$ cat src/rtl/bank_pkg.sv
// Shared defaults and types for the block-RAM bank access path.
package bank_pkg;

    localparam int DEF_BLOCK_COUNT      = 4;
    localparam int DEF_BLOCK_DATA_WIDTH = 32;
    localparam int DEF_ADDR_WIDTH       = 9;
    localparam int DEF_BANDWIDTH        = DEF_BLOCK_COUNT * DEF_BLOCK_DATA_WIDTH;

    typedef logic [DEF_BANDWIDTH-1:0]   bank_word_t;
    typedef logic [DEF_ADDR_WIDTH-1:0]  bank_addr_t;
    typedef logic [DEF_BLOCK_COUNT-1:0] block_mask_t;

    typedef enum logic [1:0] {
        ACC_IDLE  = 2'd0,
        ACC_WRITE = 2'd1,
        ACC_READ  = 2'd2
    } access_t;

endpackage

$ cat src/rtl/bank_rd_pipe.sv
// Valid delay line tracking reads from grant to data return; the last stage
// both flags the returned word and enables its capture.
module bank_rd_pipe #(
    parameter int DEPTH = 2
) (
    input  logic clk,
    input  logic clr,
    input  logic in_valid,
    output logic out_valid
);

    logic [DEPTH-1:0] pipe_q;
    logic [DEPTH-1:0] pipe_d;

    // Shift one stage per cycle, new grant enters at bit 0
    always_comb begin
        pipe_d = {pipe_q[DEPTH-2:0], in_valid};
    end

    // Pipeline state with synchronous clear
    always_ff @(posedge clk) begin
        if (clr) begin
            pipe_q <= '0;
        end else begin
            pipe_q <= pipe_d;
        end
    end

    assign out_valid = pipe_q[DEPTH-1];

endmodule

$ cat src/rtl/bank_access_arbiter.sv
// Arbitrates the capture writer and the readout reader onto one single-ported bank.
// Optional read starvation guard: define BANK_ACCESS_ARBITER_STARVE_GUARD_EN.
module bank_access_arbiter
    import bank_pkg::*;
#(
    parameter int BLOCK_COUNT      = DEF_BLOCK_COUNT,
    parameter int BLOCK_DATA_WIDTH = DEF_BLOCK_DATA_WIDTH,
    parameter int BANDWIDTH        = BLOCK_COUNT * BLOCK_DATA_WIDTH,
    parameter int ADDR_WIDTH       = DEF_ADDR_WIDTH,
    parameter int READ_LATENCY     = 1,
    parameter int STARVE_LIMIT     = 8
) (
    input  logic                   clk,
    input  logic                   rst,
    input  logic                   wr_valid,
    output logic                   wr_ready,
    input  logic [ADDR_WIDTH-1:0]  wr_addr,
    input  logic [BANDWIDTH-1:0]   wr_data,
    input  logic [BLOCK_COUNT-1:0] wr_mask,
    input  logic                   rd_valid,
    output logic                   rd_ready,
    input  logic [ADDR_WIDTH-1:0]  rd_addr,
    output logic                   rd_data_valid,
    output logic [BANDWIDTH-1:0]   rd_data,
    output logic                   bank_en,
    output logic [BLOCK_COUNT-1:0] bank_we,
    output logic [ADDR_WIDTH-1:0]  bank_addr,
    output logic [BANDWIDTH-1:0]   bank_wdata,
    input  logic [BANDWIDTH-1:0]   bank_rdata
);

    logic    force_read_s;
    access_t access_s;
    logic    rd_cap_s;

    logic                   bank_en_q,    bank_en_d;
    logic [BLOCK_COUNT-1:0] bank_we_q,    bank_we_d;
    logic [ADDR_WIDTH-1:0]  bank_addr_q,  bank_addr_d;
    logic [BANDWIDTH-1:0]   bank_wdata_q, bank_wdata_d;
    logic [BANDWIDTH-1:0]   rd_data_q,    rd_data_d;

    // Grant outputs; both suppressed while in reset
    always_comb begin
        wr_ready = 1'b0;
        rd_ready = 1'b0;
        if (rst) begin
            wr_ready = 1'b0;
            rd_ready = 1'b0;
        end else begin
            wr_ready = !(rd_valid && force_read_s);
            rd_ready = !wr_valid || force_read_s;
        end
    end

    // Resolve this cycle's single handshake
    always_comb begin
        if (wr_valid && wr_ready) begin
            access_s = ACC_WRITE;
        end else if (rd_valid && rd_ready) begin
            access_s = ACC_READ;
        end else begin
            access_s = ACC_IDLE;
        end
    end

`ifdef BANK_ACCESS_ARBITER_STARVE_GUARD_EN
    localparam int CNT_W = $clog2(STARVE_LIMIT + 1);
    localparam logic [CNT_W-1:0] LIMIT_C = CNT_W'(STARVE_LIMIT);

    logic [CNT_W-1:0] starve_cnt_q, starve_cnt_d;

    // Count writes that overtook a waiting reader; any read service or idle reader clears
    always_comb begin
        starve_cnt_d = starve_cnt_q;
        if (!rd_valid || (access_s == ACC_READ)) begin
            starve_cnt_d = '0;
        end else if ((access_s == ACC_WRITE) && (starve_cnt_q != LIMIT_C)) begin
            starve_cnt_d = starve_cnt_q + 1'b1;
        end else begin
            starve_cnt_d = starve_cnt_q;
        end
    end

    // Starvation counter state
    always_ff @(posedge clk) begin
        if (rst) begin
            starve_cnt_q <= '0;
        end else begin
            starve_cnt_q <= starve_cnt_d;
        end
    end

    assign force_read_s = (starve_cnt_q == LIMIT_C);
`else
    assign force_read_s = 1'b0;
`endif

    // Next bank cycle; address and write word hold when not refreshed
    always_comb begin
        bank_en_d    = 1'b0;
        bank_we_d    = '0;
        bank_addr_d  = bank_addr_q;
        bank_wdata_d = bank_wdata_q;
        case (access_s)
            ACC_WRITE: begin
                bank_en_d    = 1'b1;
                bank_we_d    = wr_mask;
                bank_addr_d  = wr_addr;
                bank_wdata_d = wr_data;
            end
            ACC_READ: begin
                bank_en_d   = 1'b1;
                bank_we_d   = '0;
                bank_addr_d = rd_addr;
            end
            default: begin
                bank_en_d = 1'b0;
                bank_we_d = '0;
            end
        endcase
    end

    // Returned word is kept until the next return
    always_comb begin
        if (rd_cap_s) begin
            rd_data_d = bank_rdata;
        end else begin
            rd_data_d = rd_data_q;
        end
    end

    // Bank cycle and read-hold registers
    always_ff @(posedge clk) begin
        if (rst) begin
            bank_en_q    <= 1'b0;
            bank_we_q    <= '0;
            bank_addr_q  <= '0;
            bank_wdata_q <= '0;
            rd_data_q    <= '0;
        end else begin
            bank_en_q    <= bank_en_d;
            bank_we_q    <= bank_we_d;
            bank_addr_q  <= bank_addr_d;
            bank_wdata_q <= bank_wdata_d;
            rd_data_q    <= rd_data_d;
        end
    end

    bank_rd_pipe #(
        .DEPTH (1 + READ_LATENCY)
    ) u_rd_pipe (
        .clk       (clk),
        .clr       (rst),
        .in_valid  (access_s == ACC_READ),
        .out_valid (rd_cap_s)
    );

    assign bank_en       = bank_en_q;
    assign bank_we       = bank_we_q;
    assign bank_addr     = bank_addr_q;
    assign bank_wdata    = bank_wdata_q;
    assign rd_data_valid = rd_cap_s;
    // bank_rdata is only valid during the return cycle, so it is passed through then
    assign rd_data       = rd_cap_s ? bank_rdata : rd_data_q;

endmodule

$ cat config.mk
export PLATFORM = sky130hd
export DESIGN_NAME = bank_access_arbiter
export DESIGN_NICKNAME = d
export VERILOG_FILES = /design/src/rtl/bank_pkg.sv /design/src/rtl/bank_rd_pipe.sv /design/src/rtl/bank_access_arbiter.sv
export SDC_FILE = /design/constraint.sdc
export NUM_CORES = 1
export LEC_CHECK = 0
export ABC_CLOCK_PERIOD_IN_PS = 1200
export CORE_AREA = 5 5 215 217
export CTS_BUF_LIST = sky130_fd_sc_hd__clkbuf_4 sky130_fd_sc_hd__clkbuf_8
export CTS_CLUSTER_SIZE = 8
export DETAILED_ROUTE_END_ITERATION = 10
export DIE_AREA = 0 0 220 222
export MAX_ROUTING_LAYER = met4
export PLACE_DENSITY = 0.59
export SLEW_MARGIN = 15
export SYNTH_ARGS = -nofsm -noshare
export SYNTH_HDL_FRONTEND = slang
export SYNTH_HIERARCHICAL = 1
export SYNTH_SLANG_ARGS = --single-unit
export TNS_END_PERCENT = 10
$ cat constraint.sdc
create_clock -name clk -period 1.2 [get_ports clk]
set_input_delay 0.24 -clock clk [delete_from_list [all_inputs] [get_ports clk]]
set_output_delay 0.24 -clock clk [all_outputs]
set_load 0.01 [all_outputs]
==> results.md <==
- Status: finished with violations
- Failing checks: negative setup slack
- Worst hold path endpoint: rd_data_q[1]
- Die Span X: 220 um
- Slew Limit Fails: 0
- Area contributors post-synth: dfxtp_1, mux2_4, mux2i_1
- First-pass GRT wire length: 54800 um
- Number of antenna violations at the first check in global routing: 0
- Count leader, synth: dfxtp_1
- Mapped cell area: ~11000 um2
- Library cells used by synthesis: 17
- Die area: 48800 um2
- Net Count, Synth: roughly 1200
- Reg-to-reg endpoint: rd_data_q[40]
- PD cells: ~1200 nW/um2
- DR vias: roughly 8600
- Iter 0 DRT Violations: between 200 and 250
- Sequential share of the synthesized area: between 50% and 60%
- Simple-Gate Fraction of Synth Area: between 10% and 20%
- Layout cells sized above 1: between 40% and 50%
- Worst-case clock buffer depth: 3
- Max Freq: 473 MHz
- Critical Path RT: between 0.9 and 1 ns
- H-Tree Level Count: 2
- Seq cells post-synth: about 270
- RSZ-0062 raised after global routing: yes
- Drt pass-1 iters: 4
- Final net count: about 1800
- Worst Max-Slew Pin Slew: 0.445 ns
- Final setup fails: between 400 and 500
- Starting Density: between 20% and 30%
- Mux cell area share after synthesis: a little under a third
- Worst r2r path cells: 6
- # rows: 77
- Leakage: around 8.5 nW
- FF/Latch Area: between 5000 and 6000 um2
- Drt wl/cell: ~18 um
- Crit. End Element: output port
- EDFF count, synth: 0
- TritonCTS Buffers: slightly below 50
- Core box area: ~44000 um2
- Startpoint Class: flip-flop
- Largest net degree at the start of global routing: 73
- Final period util: 176%
- Top-area cell type share of the netlist area: 51.1%
- Worst Skew: 0.0210 ns
- Flop2flop setup slack: -0.32 ns
- Global route total overflow: 0
- Power after layout: about 22 mW
- RR Startpoint: u_rd_pipe/pipe_q[1]
- Worst Path Arrival: ~1.9 ns
- Total GRT Usage: 14.7%
- Peak VDD IR: around 0.00075 V
- Final min period: around 2.1 ns
- Die H: 222 um
- Hold depth: 4
- Post-synth ARST share: 0%
- Setup TNS: -133.46 ns
- HP Start: rst
- Cells after Synth: roughly 890
- Vias per inst: around 4
- Clock transition at path regs: 0.06 ns
- Gpl congestion: 0.769
- Later-pin clock latency in the skew report: approximately 0.60 ns
- Fin. Hold Viols: 0
- Synth top cells by count: dfxtp_1, mux2i_1, and2_1, nor2_1, mux2_4
- Final setup margin: -0.913 ns
- Yosys warnings: 6
- Number of remaining DRC errors: 0
- Post-synth top area cell: dfxtp_1
- Most used DFF post-synth: dfxtp_1
- Xor-xnor portion of the synthesized cell area: 0%
- ANT cells: 0
- Max Cap Viol: 0
- CTS Sinks: between 200 and 300
- CTS tree: built
- Max_slew headroom: a little over two thirds
- Vias in the first global route: 9213
- Compound-Gate Fraction of Synth Area: less than 1%
- Post-Route WL: roughly 38000 um
- Largest family of logic cells by synthesized area: multiplexers
- CP Max Fanout: 8
- IO Pins: 555
- Critical path type: flip-flop to output port
- Multi-input logic area: roughly 4900 um2
- Worst hold-check path type: input pin to flip-flop
- Synth Area in Adders: 0%
- Fill count: approximately 4200
- Syn Area/Cell: ~12 um2
- CTS root buf: clkbuf_8
- Final HPWL from detailed placement: ~28000 um
- P&R area growth vs syn: 77.1%
- Final ANT Viol Nets: 0
- IO Port Bufs: about 550
[layer usage]
metal / GRT usage, % / vias to the layer above / wire (um)
li1: - / 4166 / -
met3: 6.62 / 50 / 4510
met5: - / - / 0
met2: 24.6 / 400 / 18400
met1: 15.6 / 3952 / 13900
met4: 4.51 / 0 / 719
[worst max-delay path, cell delays in order (launching register included)]
cell and delay [ns]:
dfxtp_4 0.42, buf_12 0.12, buf_12 0.14, clkbuf_16 0.17, mux2_4 0.31, buf_6 0.12
[repair_timing]
item	CTS	global route
gates cloned	2	2
pin swaps	0	4
hold buffers	2	0
setup endpoints to repair	390	443
hold endpoints to repair	4	0
resized for setup	729	724
buffers inserted	21	9
[cells in the final DEF (no fill, tap or decap)]
cell             count
dlygate4sd3_1        2
dfxtp_4              3
clkdlybuf4s50_1    280
dfxtp_1            143
buf_8                6
and2_4              54
dlymetal6s2s_1       1
nor2b_1             12
mux2i_1            137
clkbuf_8            64
buf_12              17
clkbuf_16            2
bufinv_16            2
mux2_4             128
buf_2               30
clkinvlp_4           3
and2_1              79
a211oi_1             9
buf_6              243
inv_2                2
clkbuf_4            16
clkinv_2             3
nor2_1             131
buf_16               1
buf_4               26
clkbuf_2            19
dfxtp_2            126
[cells by family after synthesis]
kind of cell | count (synthesis)
muxes | 265
AOI/OAI and AO/OA | 9
DFF | 272
buffers and inverters | 63
and+or+nand+nor | 276
[worst max path at each step]
stage / start / end / slack [ns] / depth (start not counted)
after floorplan: u_rd_pipe/pipe_q[1] / rd_data_q[61] / -0.07 / 4
after global placement: u_rd_pipe/pipe_q[1] / rd_data[92] / -0.63 / 4
after detailed placement: u_rd_pipe/pipe_q[1] / rd_data[92] / -0.64 / 4
after CTS: u_rd_pipe/pipe_q[1] / rd_data[36] / -1.13 / 5
after global routing: u_rd_pipe/pipe_q[1] / rd_data[65] / -1.01 / 5
final: u_rd_pipe/pipe_q[1] / rd_data[65] / -0.91 / 5
[flip-flops by register name, summed over array words and instances (netlist names)]
register	count
u_rd_pipe/pipe_q	2
bank_en	1
bank_addr	9
rd_data_q	128
bank_we	4
bank_wdata	128
[cell type report]
| type | instances | share of cell area (%) |
|---|---|---|
| timing repair buffer | 627 | 34.5 |
| sequential | 272 | 29.7 |
| multi-input combinational | 550 | 25.9 |
| clock buffer | 80 | 5.30 |
| tap | 592 | 3.92 |
| clock inverter | 8 | 0.517 |
| inverter | 2 | 0.0398 |
[through the flow]
stage                     hold WS, ns  util (%)  cell area [um2]  setup WS (ns)  cells
after CTS                      0.0782      42.0            18400          -1.13   2126
after global routing            0.126      43.0            18900          -1.01   2131
after global placement          0.453      38.5            16900         -0.629   2013
final                           0.156      43.0            18900         -0.913   2131
after detailed placement        0.441      38.5            16900         -0.644   2013
after floorplan                 0.302         -            10700        -0.0658    885
[power breakdown]
part           switching, mW  total, mW  internal (mW)
clock                   3.90       9.58           5.68
combinational           1.14       3.16           2.03
sequential             0.218       9.65           9.43
total                   5.26       22.4           17.1
(Power assumes the default switching activity.)
